### src/rtl/pdh_cmd_regfile.sv
// PS-to-PL command decoder and register file for the PDH core: decodes strobed
// GPIO command words into LED, DAC setpoint/enable and ADC snapshot accesses.
module pdh_cmd_regfile #(
    parameter int NUM_DAC_CH         = 2,
    parameter int NUM_ADC_CH         = 2,
    parameter int LANE_WIDTH         = 16,
    parameter int DAC_DATA_WIDTH     = 14,
    parameter int AXI_GPIO_IN_WIDTH  = 32,
    parameter int AXI_GPIO_OUT_WIDTH = 32
) (
    input  logic                               clk,
    input  logic                               rst_ni,
    input  logic [NUM_ADC_CH*LANE_WIDTH-1:0]   adc_tdata_i,
    input  logic                               adc_tvalid_i,
    output logic [NUM_DAC_CH*LANE_WIDTH-1:0]   dac_tdata_o,
    output logic                               dac_tvalid_o,
    input  logic [AXI_GPIO_IN_WIDTH-1:0]       axi_from_ps_i,
    output logic [AXI_GPIO_OUT_WIDTH-1:0]      axi_to_ps_o,
    output logic [7:0]                         led_o
);

    localparam logic [3:0] CMD_IDLE       = 4'd0;
    localparam logic [3:0] CMD_SET_LED    = 4'd1;
    localparam logic [3:0] CMD_SET_DAC    = 4'd2;
    localparam logic [3:0] CMD_GET_DAC    = 4'd3;
    localparam logic [3:0] CMD_GET_ADC    = 4'd4;
    localparam logic [3:0] CMD_SET_DAC_EN = 4'd5;

    function automatic logic [15:0] sext16(input logic [DAC_DATA_WIDTH-1:0] v);
        return {{(16-DAC_DATA_WIDTH){v[DAC_DATA_WIDTH-1]}}, v};
    endfunction

    function automatic logic [LANE_WIDTH-1:0] sext_lane(input logic [DAC_DATA_WIDTH-1:0] v);
        return {{(LANE_WIDTH-DAC_DATA_WIDTH){v[DAC_DATA_WIDTH-1]}}, v};
    endfunction

    logic [AXI_GPIO_IN_WIDTH-1:0]      cmd_q;
    logic                              strb_prev_q;
    logic [7:0]                        led_q, led_d;
    logic [DAC_DATA_WIDTH-1:0]         dac_reg_q [NUM_DAC_CH];
    logic [DAC_DATA_WIDTH-1:0]         dac_reg_d [NUM_DAC_CH];
    logic [NUM_DAC_CH-1:0]             en_mask_q, en_mask_d;
    logic [NUM_ADC_CH*LANE_WIDTH-1:0]  adc_hold_q, adc_hold_d;
    logic [AXI_GPIO_OUT_WIDTH-1:0]     rsp_q, rsp_d;
    logic [NUM_DAC_CH*LANE_WIDTH-1:0]  dac_tdata_q, dac_tdata_d;
    logic                              dac_tvalid_q;

    logic                              exec_s;
    logic [3:0]                        op_s;
    logic [3:0]                        ch_s;
    logic [25:0]                       data_s;
    logic                              err_s;
    logic [25:0]                       pay_s;
    logic                              dac_hit_s;
    logic                              adc_hit_s;
    logic [DAC_DATA_WIDTH-1:0]         dac_sel_s;
    logic [LANE_WIDTH-1:0]             adc_sel_s;
    logic                              unused_s;

    assign unused_s = ^cmd_q;

    // Channel lookup: out-of-range channels report a miss instead of aliasing.
    always_comb begin
        exec_s    = cmd_q[30] & ~strb_prev_q;
        op_s      = cmd_q[29:26];
        data_s    = cmd_q[25:0];
        ch_s      = cmd_q[25:22];
        dac_hit_s = 1'b0;
        dac_sel_s = '0;
        adc_hit_s = 1'b0;
        adc_sel_s = '0;
        for (int k = 0; k < NUM_DAC_CH; k++) begin
            if (ch_s == 4'(k)) begin
                dac_hit_s = 1'b1;
                dac_sel_s = dac_reg_q[k];
            end else begin
                dac_hit_s = dac_hit_s;
            end
        end
        for (int k = 0; k < NUM_ADC_CH; k++) begin
            if (ch_s == 4'(k)) begin
                adc_hit_s = 1'b1;
                adc_sel_s = adc_hold_q[k*LANE_WIDTH +: LANE_WIDTH];
            end else begin
                adc_hit_s = adc_hit_s;
            end
        end
    end

    // Command execution; errors leave every register untouched but still answer.
    always_comb begin
        led_d     = led_q;
        dac_reg_d = dac_reg_q;
        en_mask_d = en_mask_q;
        rsp_d     = rsp_q;
        err_s     = 1'b0;
        pay_s     = 26'd0;
        if (exec_s) begin
            case (op_s)
                CMD_IDLE: begin
                    pay_s = 26'd0;
                end
                CMD_SET_LED: begin
                    led_d = data_s[7:0];
                    pay_s = {18'd0, data_s[7:0]};
                end
                CMD_SET_DAC: begin
                    if (dac_hit_s) begin
                        for (int k = 0; k < NUM_DAC_CH; k++) begin
                            if (ch_s == 4'(k)) begin
                                dac_reg_d[k] = data_s[DAC_DATA_WIDTH-1:0];
                            end else begin
                                dac_reg_d[k] = dac_reg_q[k];
                            end
                        end
                        pay_s = {ch_s, 6'd0, sext16(data_s[DAC_DATA_WIDTH-1:0])};
                    end else begin
                        err_s = 1'b1;
                    end
                end
                CMD_GET_DAC: begin
                    if (dac_hit_s) begin
                        pay_s = {ch_s, 6'd0, sext16(dac_sel_s)};
                    end else begin
                        err_s = 1'b1;
                    end
                end
                CMD_GET_ADC: begin
                    if (adc_hit_s) begin
                        pay_s = {ch_s, 6'd0, 16'(adc_sel_s)};
                    end else begin
                        err_s = 1'b1;
                    end
                end
                CMD_SET_DAC_EN: begin
                    en_mask_d = data_s[NUM_DAC_CH-1:0];
                    pay_s     = 26'(data_s[NUM_DAC_CH-1:0]);
                end
                default: begin
                    err_s = 1'b1;
                end
            endcase
            rsp_d = AXI_GPIO_OUT_WIDTH'({op_s, ~rsp_q[27], err_s, pay_s});
        end else begin
            rsp_d = rsp_q;
        end
    end

    // DAC lane image and ADC snapshot next state.
    always_comb begin
        dac_tdata_d = '0;
        for (int k = 0; k < NUM_DAC_CH; k++) begin
            if (en_mask_q[k]) begin
                dac_tdata_d[k*LANE_WIDTH +: LANE_WIDTH] = sext_lane(dac_reg_q[k]);
            end else begin
                dac_tdata_d[k*LANE_WIDTH +: LANE_WIDTH] = '0;
            end
        end
        if (adc_tvalid_i) begin
            adc_hold_d = adc_tdata_i;
        end else begin
            adc_hold_d = adc_hold_q;
        end
    end

    // State registers; reset discards any pending strobe edge.
    always_ff @(posedge clk or negedge rst_ni) begin
        if (!rst_ni) begin
            cmd_q        <= '0;
            strb_prev_q  <= 1'b0;
            led_q        <= 8'd0;
            en_mask_q    <= '0;
            adc_hold_q   <= '0;
            rsp_q        <= '0;
            dac_tdata_q  <= '0;
            dac_tvalid_q <= 1'b0;
            for (int k = 0; k < NUM_DAC_CH; k++) begin
                dac_reg_q[k] <= '0;
            end
        end else begin
            cmd_q        <= axi_from_ps_i;
            strb_prev_q  <= cmd_q[30];
            led_q        <= led_d;
            en_mask_q    <= en_mask_d;
            adc_hold_q   <= adc_hold_d;
            rsp_q        <= rsp_d;
            dac_tdata_q  <= dac_tdata_d;
            dac_tvalid_q <= 1'b1;
            for (int k = 0; k < NUM_DAC_CH; k++) begin
                dac_reg_q[k] <= dac_reg_d[k];
            end
        end
    end

    assign dac_tdata_o  = dac_tdata_q;
    assign dac_tvalid_o = dac_tvalid_q;
    assign axi_to_ps_o  = rsp_q;
    assign led_o        = led_q;

endmodule

### config.mk
export PLATFORM = sky130hd
export DESIGN_NAME = pdh_cmd_regfile
export DESIGN_NICKNAME = d
export VERILOG_FILES = /design/src/rtl/pdh_cmd_regfile.sv
export SDC_FILE = /design/constraint.sdc
export NUM_CORES = 1
export LEC_CHECK = 0
export ABC_AREA = 1
export BUFFER_PORTS_ARGS = -buffer_cell sky130_fd_sc_hd__buf_4
export CORE_ASPECT_RATIO = 0.6
export CORE_MARGIN = 3
export CORE_UTILIZATION = 45
export CTS_BUF_LIST = sky130_fd_sc_hd__clkbuf_4 sky130_fd_sc_hd__clkbuf_8
export DETAILED_ROUTE_END_ITERATION = 10
export GPL_ROUTABILITY_DRIVEN = 1
export PLACE_DENSITY = 0.76
export SYNTH_ARGS = -nofsm -noshare
export SYNTH_HDL_FRONTEND = slang
export SYNTH_SLANG_ARGS = --single-unit
### constraint.sdc
create_clock -name clk -period 1.8 [get_ports clk]
set_clock_uncertainty 0.05 [all_clocks]
set_input_delay 0.27 -clock clk [delete_from_list [all_inputs] [get_ports clk]]
set_output_delay 0.27 -clock clk [all_outputs]
set_load 0.01 [all_outputs]
After elaboration in Yosys (flattened, before gate mapping)

Cells that the tools add are included.

Word-level logic and storage cells: 41
Output and inout bits: 73
Flip-flop bits (word level): 167
Input bits: 67

Mux-type cells: 14
Bitwise gates (word level): 3
Equal/unequal tests: 6
Reduce and logical (&&, ||, !) cells: 8

Operators by type and width:

| kind                                           | count |
|---|---|
| case mux 26 bit (5 select lines)               | 1 |
| two-way mux 26 bit                             | 3 |
| two-way mux 16 bit                             | 4 |
| two-way mux 14 bit                             | 2 |
| == test 4 x 1 -> 1 bit (second input constant) | 2 |
| == test 4 x 2 -> 1 bit (second input constant) | 2 |
| == test 4 x 3 -> 1 bit (second input constant) | 2 |
| logical NOT 4 bit                              | 2 |
| AND reduction 4 bit                            | 2 |
| OR reduction 3 bit                             | 2 |
| AND reduction 2 bit                            | 2 |
| two-way mux 1 bit                              | 3 |
| NOT 1 bit                                      | 2 |
| case mux 1 bit (2 select lines)                | 1 |
| AND 1 bit                                      | 1 |

Longest topological paths before layout

Gate-level depths: netlist of the first run.

Word-level depth: 5
Mapped depth: 10
Depth with buffers taken out: 9

Worst setup path after synthesis of the first run

Ideal clock, no wire load.

Kind: register to register
From: register strb_prev_q
To: register dac_reg_q[7] in the netlist's numbering
Data required time: 1.632 ns
Stages on the path, launching flop included: 8
Setup slack: 0.439 ns
Path buffers: 2
Arrival: 1.193 ns
Setup time: 0.118 ns
Path through: dfrtp_1 -> or2_1 -> buf_6 -> nor2_4 -> nand2_2 -> buf_6 -> nand2_1 -> o21ai_2

Cells in the longest elaborated chain, start to end: 3

RTL lines:

| what                            | RTL line | RTL |
|---|---|---|
| from (decl)                     | 38       | `logic strb_prev_q;` |
| from (signal assigned)          | 182      | `strb_prev_q <= cmd_q[30];` |
| NOT 1 bit                       | 64       | `exec_s = cmd_q[30] & ~strb_prev_q;` |
| AND 1 bit                       | 64       |  |
| AND reduction 4 bit (no line)   | --       |  |
| to (signal, indexed assignment) | 190      | `dac_reg_q[k] <= dac_reg_d[k];` |
| to (decl)                       | 40       | `logic [DAC_DATA_WIDTH-1:0] dac_reg_q [NUM_DAC_CH];` |

No other way between the ends.
A chain may end at the register's enable or synchronous reset.

Final worst setup path of the first run

From: register cmd_q[22]
To: register dac_reg_q[10] in the netlist's numbering

Cells in the longest elaborated chain, start to end: 4
Elaborated cells on any way between the ends: 5

RTL lines:

| what                              | RTL line | RTL |
|---|---|---|
| from (decl)                       | 37       | `logic [AXI_GPIO_IN_WIDTH-1:0] cmd_q;` |
| from (signal assigned)            | 181      | `cmd_q <= axi_from_ps_i;` |
| logical NOT 4 bit                 | 73       | `if (ch_s == 4'(k)) begin` |
| two-way mux 1 bit (2 in series)   | 73       |  |
| AND reduction 4 bit (no line) (*) | --       |  |

Mark *: on every way between the ends. The rest lies on a longest branch, timed or not.

==> results list, run 1 <==
- The flow ran to the end, and the final reports show no timing, DRC or antenna violations.
- The die covers 0.0151 sq mm.
- CTS placed an instance of clkbuf_8 at the clock tree root.
- Top-Level Pins: 140
- Std cell rows: 32
- Final-stage net count: 878
- STA puts the critical path data arrival time at 1.95 ns.
- Area added between synthesis and finish: 35.1%
- Clk Latency, worst-skew pair: 0.44 ns
- In this run, the number of DRC markers left after iteration 0 of detailed routing was 410.
- Post-synthesis share of cell area spent on full adders, half adders and majority gates: 0%
- Cell Count Post-Placement: 905
- First-pass GRT wire length: 26300 um
- The signal on the critical path passes through inv_2 > nor2_2 > nand2_1 > nor2_4 > nand3_1 > nand2_1 > o21ai_0.
- For this run, the top clock speed supported by timing is 594 MHz.
- The worst hold path belongs to the class in -> reg.
- Unrepaired setup endpoints after global routing: no
* Vias in the first global route: 5116
* Maximum number of pins on one net before global-route repair: 43
- Synth Instances: 631
- IR analysis of the VDD net gives a maximum drop of 0.467 mV.
- Multi-input gate area: 0.00199 sq mm
- The portion of synthesized area spent on multiplexers is 5.87%.
- Final critical-path required period: 1.68 ns
- Starting density of the core: 46.9%
- CTS tree: yes
- Antenna violation net count after detailed routing: 0
- Share of cells above drive strength 1: 27.9%
- From left edge to right edge, the die measures 157 um.
- Final standard cell utilization of the core: 63.4%
* Avg Synthesized Cell Area: 9.73 sq um
* Number of filler cells placed in the layout: 1011
- Mapped Area: 0.00614 sq mm
- Post-synthesis xor/xnor area fraction: 0.143%
- Half-perimeter wire length after detailed placement: 11200 um
- The region available for standard cell placement spans 0.0131 sq mm.
* Final Cycle Share: 93.5%
* CTS H-tree lvls: 4
- For this design the ratio of total power to cell area is 896 mW/mm^2.
- Total congestion overflow: 0
- Static leakage: 4.44 nW
* Detailed Routing Iterations Pass 1: 5
- In this run the worst path has a maximum fanout of 7.
- Dominant combinational cell family by area after synthesis: simple AND/OR/NAND/NOR gates
- The longest clock path from root to sink contains 2 buffers.
- The die is 96.5 um tall.
- In the routed design, unresolved DRC markers number 0.
- Number of buffers and inverters on the critical path: 1
- Final hold vios: 0
- For this block, the routed nets add up to 16400 um of wire.
- Per-cell routed wire length: 16.5 um
- On the critical path the largest part of the delay comes from simple AND/OR/NAND/NOR gates.
- Input and output buffers added on the ports amount to 124.
- Across the whole layout, storage elements account for 0.00373 sq mm.
- Power comes to 0.00744 W.
- Across all layers, the routed design uses 5048 vias.
- Yosys printed 0 warnings.
* Count of pins over their slew limit: 0
- Across every metal layer, demand over resource in global routing totals 23.0%.
- Clock edge transition at the registers on the reported setup and hold paths: 0.07 ns
- Crit-path max cell delay: 0.41 ns
* Total negative slack for setup checks: 0 ns
* Total number of clock tree sinks: 149
* Max-cap violation count: 0
- Count of placed standard cells in the final layout, fillers left out: 995
- Setup Crit Path Kind: reg -> reg
* Fraction of the mapped netlist area in compound gates: 4.05%
- Routability-driven placement finished with a final weighted congestion of 0.880.
* Kind of end point of the critical path: flip-flop
* Final-report setup violation count: 0
- Detailed-route vias per instance: 5.07
- Total of flip-flops plus latches after synthesis: 149
* Unique cell type count in the Yosys netlist: 28
- After Yosys synthesis, and, or, nand and nor cells account for 21.7% of the synthesized area.
- For the worst setup path, the data required time is 2.07 ns.
- On the critical path, the stage with the largest delay is an instance of dfrtp_1.
- Post-synthesis sequential area ratio: 60.7%
* Kind of start point of the critical path: flip-flop
- Number of antenna violations at the first check in global routing: 1
* Critical path's most frequent cell: nand2_1
* Number of buffers added by the clock tree synthesis step: 17
[stage by stage]
step           setup slack, ns  hold WS, ns  cell area (sq um)
6_report                 0.117       0.0225               8300
3_5_place_dp             0.105        0.163               7250
2_1_floorplan            0.439      -0.0756               6160
5_1_grt                 0.0208      0.00512               8300
3_3_place_gp             0.185        0.154               7250
4_1_cts                 0.0863      0.00554               8260
[registers in the layout, summed over array words and instances (netlist names)]
signal	count
axi_to_ps_o	26
en_mask_q	2
dac_tdata_o	28
led_o	8
adc_hold_q	32
dac_tvalid_o	1
strb_prev_q	1
dac_reg_q	28
cmd_q	23
[placed cells by master (no fill, tap or decap), drive strengths merged, types with 2 or more instances in the layout]
cell | Yosys | routed
bufinv | 0 | 3
conb | 2 | 7
buf | 35 | 141
nand4 | 3 | 3
o21ai | 40 | 40
clkbuf | 6 | 26
dlygate4sd3 | 0 | 55
nand2 | 203 | 203
nand3 | 85 | 85
inv | 55 | 55
dfrtp | 149 | 149
mux2 | 32 | 32
clkinv | 1 | 3
nor2 | 16 | 16
clkinvlp | 0 | 2
[synthesized netlist by cell type]
library cell | count | area (sq um)
a22o_1 | 1 | 8.76
a31oi_1 | 1 | 6.26
buf_1 | 1 | 3.75
buf_2 | 19 | 95.1
buf_4 | 13 | 97.6
buf_6 | 2 | 22.5
clkbuf_1 | 5 | 18.8
clkbuf_2 | 1 | 5.00
clkinv_4 | 1 | 8.76
conb_1 | 2 | 7.51
dfrtp_1 | 149 | 3730
inv_1 | 52 | 195
inv_2 | 3 | 11.3
mux2_1 | 2 | 22.5
mux2_2 | 30 | 338
nand2_1 | 200 | 751
nand2_2 | 3 | 18.8
nand3_1 | 84 | 420
nand3_4 | 1 | 17.5
nand4_1 | 1 | 6.26
nand4_2 | 2 | 25.0
nor2_1 | 12 | 45.0
nor2_2 | 1 | 6.26
nor2_4 | 3 | 33.8
o21ai_0 | 31 | 155
o21ai_2 | 9 | 78.8
or2_1 | 1 | 6.26
xnor2_1 | 1 | 8.76
[area by class of cell]
cell class / count / share of cell area [%]
flip-flops and latches: 149 / 44.9
multi-input cells: 390 / 24.0
repair inverters: 1 / 0.0603
well taps: 170 / 2.56
clock buffers: 26 / 4.31
repair buffers: 196 / 20.2
diodes: 1 / 0.0302
clock inverters: 6 / 1.33
inverters: 56 / 2.59
[routing by layer]
| layer | vias to the layer above | track usage (%) | part of all wire (%) |
|---|---|---|---|
| li1 | 2352 | - | - |
| met1 | 2407 | 32.7 | 45 |
| met2 | 259 | 33.1 | 44 |
| met3 | 30 | 7.30 | 9.6 |
| met4 | 0 | 8.81 | 2.0 |
| met5 | - | 0 | 0 |
[where the power goes]
part | switching [W] | leakage, nW | internal [W] | total (W)
clock network | 0.00121 | 0.234 | 0.00171 | 0.00291
logic | 0.000398 | 2.29 | 0.000415 | 0.000813
registers | 0.000165 | 1.92 | 0.00355 | 0.00371
[cell families (layout without fill, tap and decap cells)]
logic type                Yosys count  after routing
AOI/OAI and AO/OA                  42             42
xor gates and xnor gates            1              1
buffers and inverters              97            285
DFF                               149            149
muxes                              32             32
other                               2              8
and+or+nand+nor                   308            308
[final timing paths]
check                                      from               to  slack (ns)  cells past startpoint
worst max-delay path                  cmd_q[22]    dac_reg_q[10]        0.12                      7
worst min-delay path            adc_tdata_i[20]   adc_hold_q[20]        0.02                      2
worst max register to register        cmd_q[22]    dac_reg_q[10]        0.12                      7
worst min register to register        cmd_q[30]      strb_prev_q        0.33                      0
max in group asynchronous                rst_ni   adc_hold_q[17]        0.82                      3
min in group asynchronous                rst_ni  dac_tdata_o[12]        0.26                      2
[what timing repair did]
action,in CTS,in global routing
gates resized for setup,0,2
setup endpoints to repair,0,12
hold buffers,55,0
endpoints found under the hold margin,92,0
setup buffers,0,1
No activity file was read; power rests on OpenSTA's default activity.
==> run 2: changes to the inputs <==
--- a/config.mk
+++ b/config.mk
@@ -6,14 +6,14 @@
 export NUM_CORES = 1
 export LEC_CHECK = 0
 export ABC_AREA = 1
-export BUFFER_PORTS_ARGS = -buffer_cell sky130_fd_sc_hd__buf_4
 export CORE_ASPECT_RATIO = 0.6
 export CORE_MARGIN = 3
 export CORE_UTILIZATION = 45
 export CTS_BUF_LIST = sky130_fd_sc_hd__clkbuf_4 sky130_fd_sc_hd__clkbuf_8
 export DETAILED_ROUTE_END_ITERATION = 10
+export DONT_BUFFER_PORTS = 1
 export GPL_ROUTABILITY_DRIVEN = 1
-export PLACE_DENSITY = 0.76
+export PLACE_DENSITY = 0.68
 export SYNTH_ARGS = -nofsm -noshare
 export SYNTH_HDL_FRONTEND = slang
 export SYNTH_SLANG_ARGS = --single-unit
==> run 2 against run 1 <==
  * Die area unchanged
  * Critical path type unchanged
  * The run now ends with hold timing left
  * Cell count decreased by 9.8%
  * Setup slack got worse by 0.0090 ns
  * Cell area decreased by 8.7%
  * Fmax decreased by 0.53%
  * Total power decreased by 4.8%
  * Largest cell class unchanged
  * Core utilization decreased by 5.5 points
  * Global-route usage decreased by 0.27 points
==> results list, run 2 (synthesis results as in run 1) <==
* Result of the run: complete, but fails checks
- The checks that failed: hold timing.
* Number of antenna violations at the first check in global routing: 0
- Detailed-route vias per instance: 5.27
* Kind of start point of the critical path: flip-flop
- Antenna violation net count after detailed routing: 0
* Count of pins over their slew limit: 0
* Static leakage: 3.89 nW
* Setup Crit Path Kind: reg -> reg
* Final hold vios: 149
- Timing startpoint of the critical path: cmd_q[29]
- The first global-routing pass estimated 26000 um of wire.
- Largest buffer count on any clock path: 2
- FF-to-FF Start: cmd_q[29]
* Final critical-path required period: 1.69 ns
* Core Box Area: 0.0131 sq mm
- The register with the most flip-flops in the layout has 32 of them.
- Peak VDD IR: 0.470 mV
- Wire segments on met3 add up to 1890 um in the final route.
- Port-buffer cells: 0
* Std cell rows: 32
- Vias in the first global route: 4757
* Detailed Route Iter0 Violations: 360
- Worst path arrival time: 1.95 ns
* Maximum number of pins on one net before global-route repair: 150
* Sum of met2 wire segment lengths after detailed routing: 6850 um
- Smallest hold slack: -0.527 ns
* Total negative slack for setup checks: 0 ns
- The first detailed-routing pass ran for 5 iterations.
* Top-Level Pins: 140
* Unrepaired setup endpoints after global routing: no
- The final critical path takes up 94.0% of the cycle.
* Starting density of the core: 46.9%
- The library cells used most frequently in the layout, excluding fill and tap cells, are nand2_1, dfrtp_1, dlygate4sd3_1, nand3_1, inv_1.
* Number of buffers added by the clock tree synthesis step: 17
- In this run the worst path has a maximum fanout of 21.
- Setup violations remaining at the end of the flow were counted as 0.
- Static timing analysis puts the maximum clock frequency at 591 MHz.
* Final standard cell utilization of the core: 57.9%
- The worst setup path is captured at a flip-flop.
- The min-delay analysis places its worst path in the category in -> async.
- The final layout contains 782 nets.
- Cells with a size suffix above 1 make up 13.8% of the layout.
- STA puts the critical path data required time at 2.05 ns.
- Total routed wirelength: 16300 um
- Slew of the pin with the lowest slew margin: 0.548 ns
* Die Y-Extent: 96.5 um
- TritonCTS built the clock tree.
- Most frequent standard cell in the layout excluding fill and tap cells: nand2_1
* Final RePlAce weighted congestion: 0.907
- Global-route usage over all layers: 22.7%
* Via count: 4729
- Topmost layer with routed signal wires: met4
- Summing all multi-input logic gate instances after layout gives 0.00199 sq mm.
* Met1 wire length: 7180 um
- Worst slew slack as a fraction of its limit: 63.5%
- Area added between synthesis and finish: 23.3%
* CTS H-tree lvls: 4
* Area occupied by registers: 0.00373 sq mm
- Summed over all layers, the global routing overflow is 0.
- Dividing total power by cell area gives a power density of 934 mW/mm^2.
- Counting the fill cells in the layout gives 1062.
- Clock root buffer master: clkbuf_8
* Hold_buf cts: 87
* Post-route DRC violation count: 0
- In the final routed layout, each cell accounts on average for 18.2 um.
- The die covers 0.0151 sq mm.
* Final antenna diode count: 0
- Die X-Extent: 157 um
- Max-cap violation count: 0
- Clk Latency, worst-skew pair: 0.44 ns
- Clock-pin slew was measured on the worst setup and hold paths at 0.08 ns.
- Ranked by flip-flop count, first place goes to adc_hold_q.
* Total number of clock tree sinks: 149
- Half-perimeter wire length after detailed placement: 10600 um
## run 2: per-stage QoR
stage          setup slack [ns]  total power (W)  cell area [sq um]  hold slack (ns)  cells
4_1_cts                   0.111          0.00707               7550           -0.552    896
3_5_place_dp              0.132          0.00418               6260          -0.0716    778
6_report                  0.108          0.00708               7570           -0.527    897
3_3_place_gp              0.181          0.00416               6260          -0.0700    778
5_1_grt                  0.0109          0.00736               7570           -0.559    897
2_1_floorplan             0.439          0.00406               6160          -0.0756    636
## run 2: where the power goes
part	total, W	internal (W)	switching (W)
Combinational	0.000572	0.000324	0.000247
Sequential	0.00377	0.00354	0.000226
Clock	0.00274	0.00150	0.00123
## run 2: critical path: stages (launching register included)
cell and delay, ns:
dfrtp_1 0.39, inv_1 0.12, nand2_1 0.14, nor2_4 0.32, nand4_2 0.13, buf_4 0.23
nand2_1 0.08, o21ai_0 0.09
## run 2: timing repair
| item | in CTS | in global routing |
|---|---|---|
| resized for setup | 0 | 1 |
| buffers inserted | 0 | 1 |
| endpoints found under the hold margin | 204 | 149 |
| endpoints found under the setup margin | 0 | 22 |
## run 2: cell type report
type                    instances  area share [%]
flip-flops and latches        149            49.2
multi-input cells             390            26.3
repair buffers                101            13.4
clock buffers                  23            3.85
inverters                      56            2.84
well taps                     170            2.81
clock inverters                 8            1.64
## run 2: worst paths after layout
check | end | slack (ns) | cells after the start
worst max register to register | dac_reg_q[20] | 0.11 | 7
worst min register to register | strb_prev_q | 0.34 | 0
max in group asynchronous | axi_to_ps_o[22] | 1.94 | 0
min in group clk | cmd_q[29] | 0.33 | 1
worst min-delay path | dac_tdata_o[11] | -0.53 | 0
worst max-delay path | dac_reg_q[20] | 0.11 | 7
## run 2: layer usage
layer / GRT usage, % / vias up
met4: 7.72 / 0
met3: 8.95 / 40
met5: 0 / -
met1: 31.8 / 2288
li1: - / 2150
met2: 32.3 / 251
==> run 3: changes to the inputs <==
--- a/config.mk
+++ b/config.mk
@@ -8,12 +8,12 @@
 export ABC_AREA = 1
 export CORE_ASPECT_RATIO = 0.6
 export CORE_MARGIN = 3
-export CORE_UTILIZATION = 45
+export CORE_UTILIZATION = 66
 export CTS_BUF_LIST = sky130_fd_sc_hd__clkbuf_4 sky130_fd_sc_hd__clkbuf_8
 export DETAILED_ROUTE_END_ITERATION = 10
 export DONT_BUFFER_PORTS = 1
 export GPL_ROUTABILITY_DRIVEN = 1
-export PLACE_DENSITY = 0.68
+export PLACE_DENSITY = 0.9
 export SYNTH_ARGS = -nofsm -noshare
 export SYNTH_HDL_FRONTEND = slang
 export SYNTH_SLANG_ARGS = --single-unit
==> run 3 against run 2 <==
  * The flow finishes with violations (hold timing, setup timing)
  * Combinational power grew 18%
  * Wire length grew 36%
  * Global-route usage grew 16 points
  * Critical endpoint is now axi_to_ps_o[13]
  * Highest routed layer is now met5
==> results list, run 3 (synthesis results as in run 1) <==
- Detailed Routing Iterations Pass 1: 11
- Final Cycle Share: 109%
- Slew of the pin with the lowest slew margin: 0.562 ns
- For this design the top-level I/O count stands at 140.
* Area added between synthesis and finish: 22.9%
* Clk Latency, worst-skew pair: 0.48 ns
- After detailed placement, the total cell area comes to 0.00618 sq mm.
- Leading cell types in the layout, fill and taps excluded: nand2_1, dfrtp_1, dlygate4sd3_1, nand3_1, inv_1
- CTS H-tree lvls: 4
* Per-cell routed wire length: 26.1 um
- The register with the most flip-flops in the layout has 32 of them.
* Count of pins over their slew limit: 0
- Port-buffer cells: 0
- The via count of the first global-routing pass is 5475.
- Count of placed standard cells in the final layout, fillers left out: 847
- Maximum number of pins on one net before global-route repair: 150
* Most frequent standard cell in the layout excluding fill and tap cells: nand2_1
- STA classifies the critical path endpoint as a flip-flop.
- The critical path in this run is classified as reg -> reg.
* DIE AREA: 0.0105 sq mm
* Critical path required time: 2.13 ns
* Antenna violation net count after detailed routing: 0
- The filler cells instantiated in the layout total 392.
- Worst slew slack as a fraction of its limit: 62.5%
- Failing checks: hold timing, setup timing
- For this configuration, the core starts out at a cell density of 69.9%.
- Worst Setup Slack post-DPL: -0.0126 ns
- Buffers inserted to repair hold after CTS numbered 87.
- Register with the most flip-flops: adc_hold_q
- The first global-routing pass estimated 30300 um of wire.
- Clock edge transition at the registers on the reported setup and hold paths: 0.11 ns
- The hold violation total from the final report came to 149.
* Total Power: 0.00724 W
* Hold crit path type: in -> async
* Kind of start point of the critical path: flip-flop
* Std cell rows: 26
- Power per cell area: 958 mW/mm^2
* Unrepaired setup endpoints after global routing: yes
* Total routed wirelength: 22100 um
* Post-layout worst setup margin: -0.163 ns
- Smallest hold slack: -0.563 ns
* Core Box Area: 0.00878 sq mm
- Total congestion overflow: 0
- After the last flow step, the layout net total stands at 787.
- TritonCTS built the clock tree.
* Total number of clock tree sinks: 149
- Half-perimeter wire length after detailed placement: 10300 um
* Result of the run: complete, but fails checks
- Multi-input gate area: 0.00200 sq mm
- Static leakage: 3.92 nW
- Number of antenna violations at the first check in global routing: 4
- Max-cap violation count: 0
* Number of buffers added by the clock tree synthesis step: 17
* Cell Count Post-Placement: 720
* Detailed-route vias per instance: 6.88
* Post-layout instance area: 0.00755 sq mm
* Worst path arrival time: 2.30 ns
- Detailed Route Iter0 Violations: 1329
- Setup violations remaining at the end of the flow were counted as 17.
- Across the VDD grid, the largest voltage drop is 0.807 mV.
- Counting along the longest clock path gives a buffer depth of 2.
- The tree is rooted in a clkbuf_8.
- For this run, design rule violations remaining after detail routing come to 0.
- Final RePlAce weighted congestion: 0.903
- The routed layout has 5827 vias.
* Die Y-Extent: 80.7 um
* Global-route usage over all layers: 39.1%
- Based on the critical path, the design can be clocked at up to 510 MHz.
- Summing all flip-flop and latch instances after layout gives 0.00373 sq mm.
- Cells with a size suffix above 1 make up 14.9% of the layout.
* Die X-Extent: 131 um
- In this run the worst path has a maximum fanout of 12.
* Final critical-path required period: 1.96 ns
-- run 3: cell count changes in the layout (fill, tap and decap cells not counted), sizes merged --
cell / before / now
buf: 14 / 19
diode: 0 / 3
bufinv: 3 / 2
clkinv: 3 / 4
-- run 3: layout make-up --
type,count,share of cell area (%)
diodes,3,0.0995
clock inverters,8,1.31
inverters,56,2.88
clock buffers,23,4.03
well taps,112,1.86
multi-input cells,390,26.5
repair buffers,106,13.9
flip-flops and latches,149,49.4
-- run 3: critical path, cell delays in order, from the launching register on --
cell and delay (ns):
dfrtp_1 0.46, nor2_4 0.31, buf_4 0.26, nand3_1 0.19
nand2_1 0.17, nand2_1 0.12, nand3_1 0.12, nand2_1 0.08
nand2_1 0.10
-- run 3: final timing paths --
kind                                        start  slack, ns               to  cells past startpoint
worst max-delay path                    cmd_q[25]      -0.16  axi_to_ps_o[13]                      8
worst min-delay path                       rst_ni      -0.56        cmd_q[24]                      0
worst max register to register          cmd_q[25]      -0.16  axi_to_ps_o[13]                      8
worst min register to register          cmd_q[30]       0.37      strb_prev_q                      0
max in group asynchronous                  rst_ni       2.05   axi_to_ps_o[1]                      0
min in group clk                axi_from_ps_i[22]       0.29        cmd_q[22]                      1
-- run 3: layer usage --
metal  GRT usage [%]  share of wire [%]  up-vias  wire, um
li1                -                  -     2166         -
met1            47.8                 32     2672      7060
met2            58.7                 42      720      9200
met3            15.7                 17      267      3770
met4            23.9                9.5        2      2100
met5               0              0.050        -        11
-- run 3: power by group --
group | leakage [nW] | internal [W] | switching (W)
Combinational | 1.79 | 0.000331 | 0.000345
Clock | 0.205 | 0.00140 | 0.00136
Sequential | 1.92 | 0.00354 | 0.000257
Total | 3.92 | 0.00527 | 0.00196
-- run 3: through the flow --
step	utilization, %	setup TNS (ns)
after floorplan	-	0
after global placement	70.3	0
after detailed placement	70.3	-0.0271
after CTS	84.9	0
after global routing	85.9	-2.52
final	85.9	-0.936
-- run 3: what timing repair did --
item / in CTS / in global routing
hold endpoints to repair: 204 / 149
setup buffers: 0 / 6
endpoints found under the setup margin: 12 / 36
resized for setup: 1 / 11
pin swaps: 0 / 2
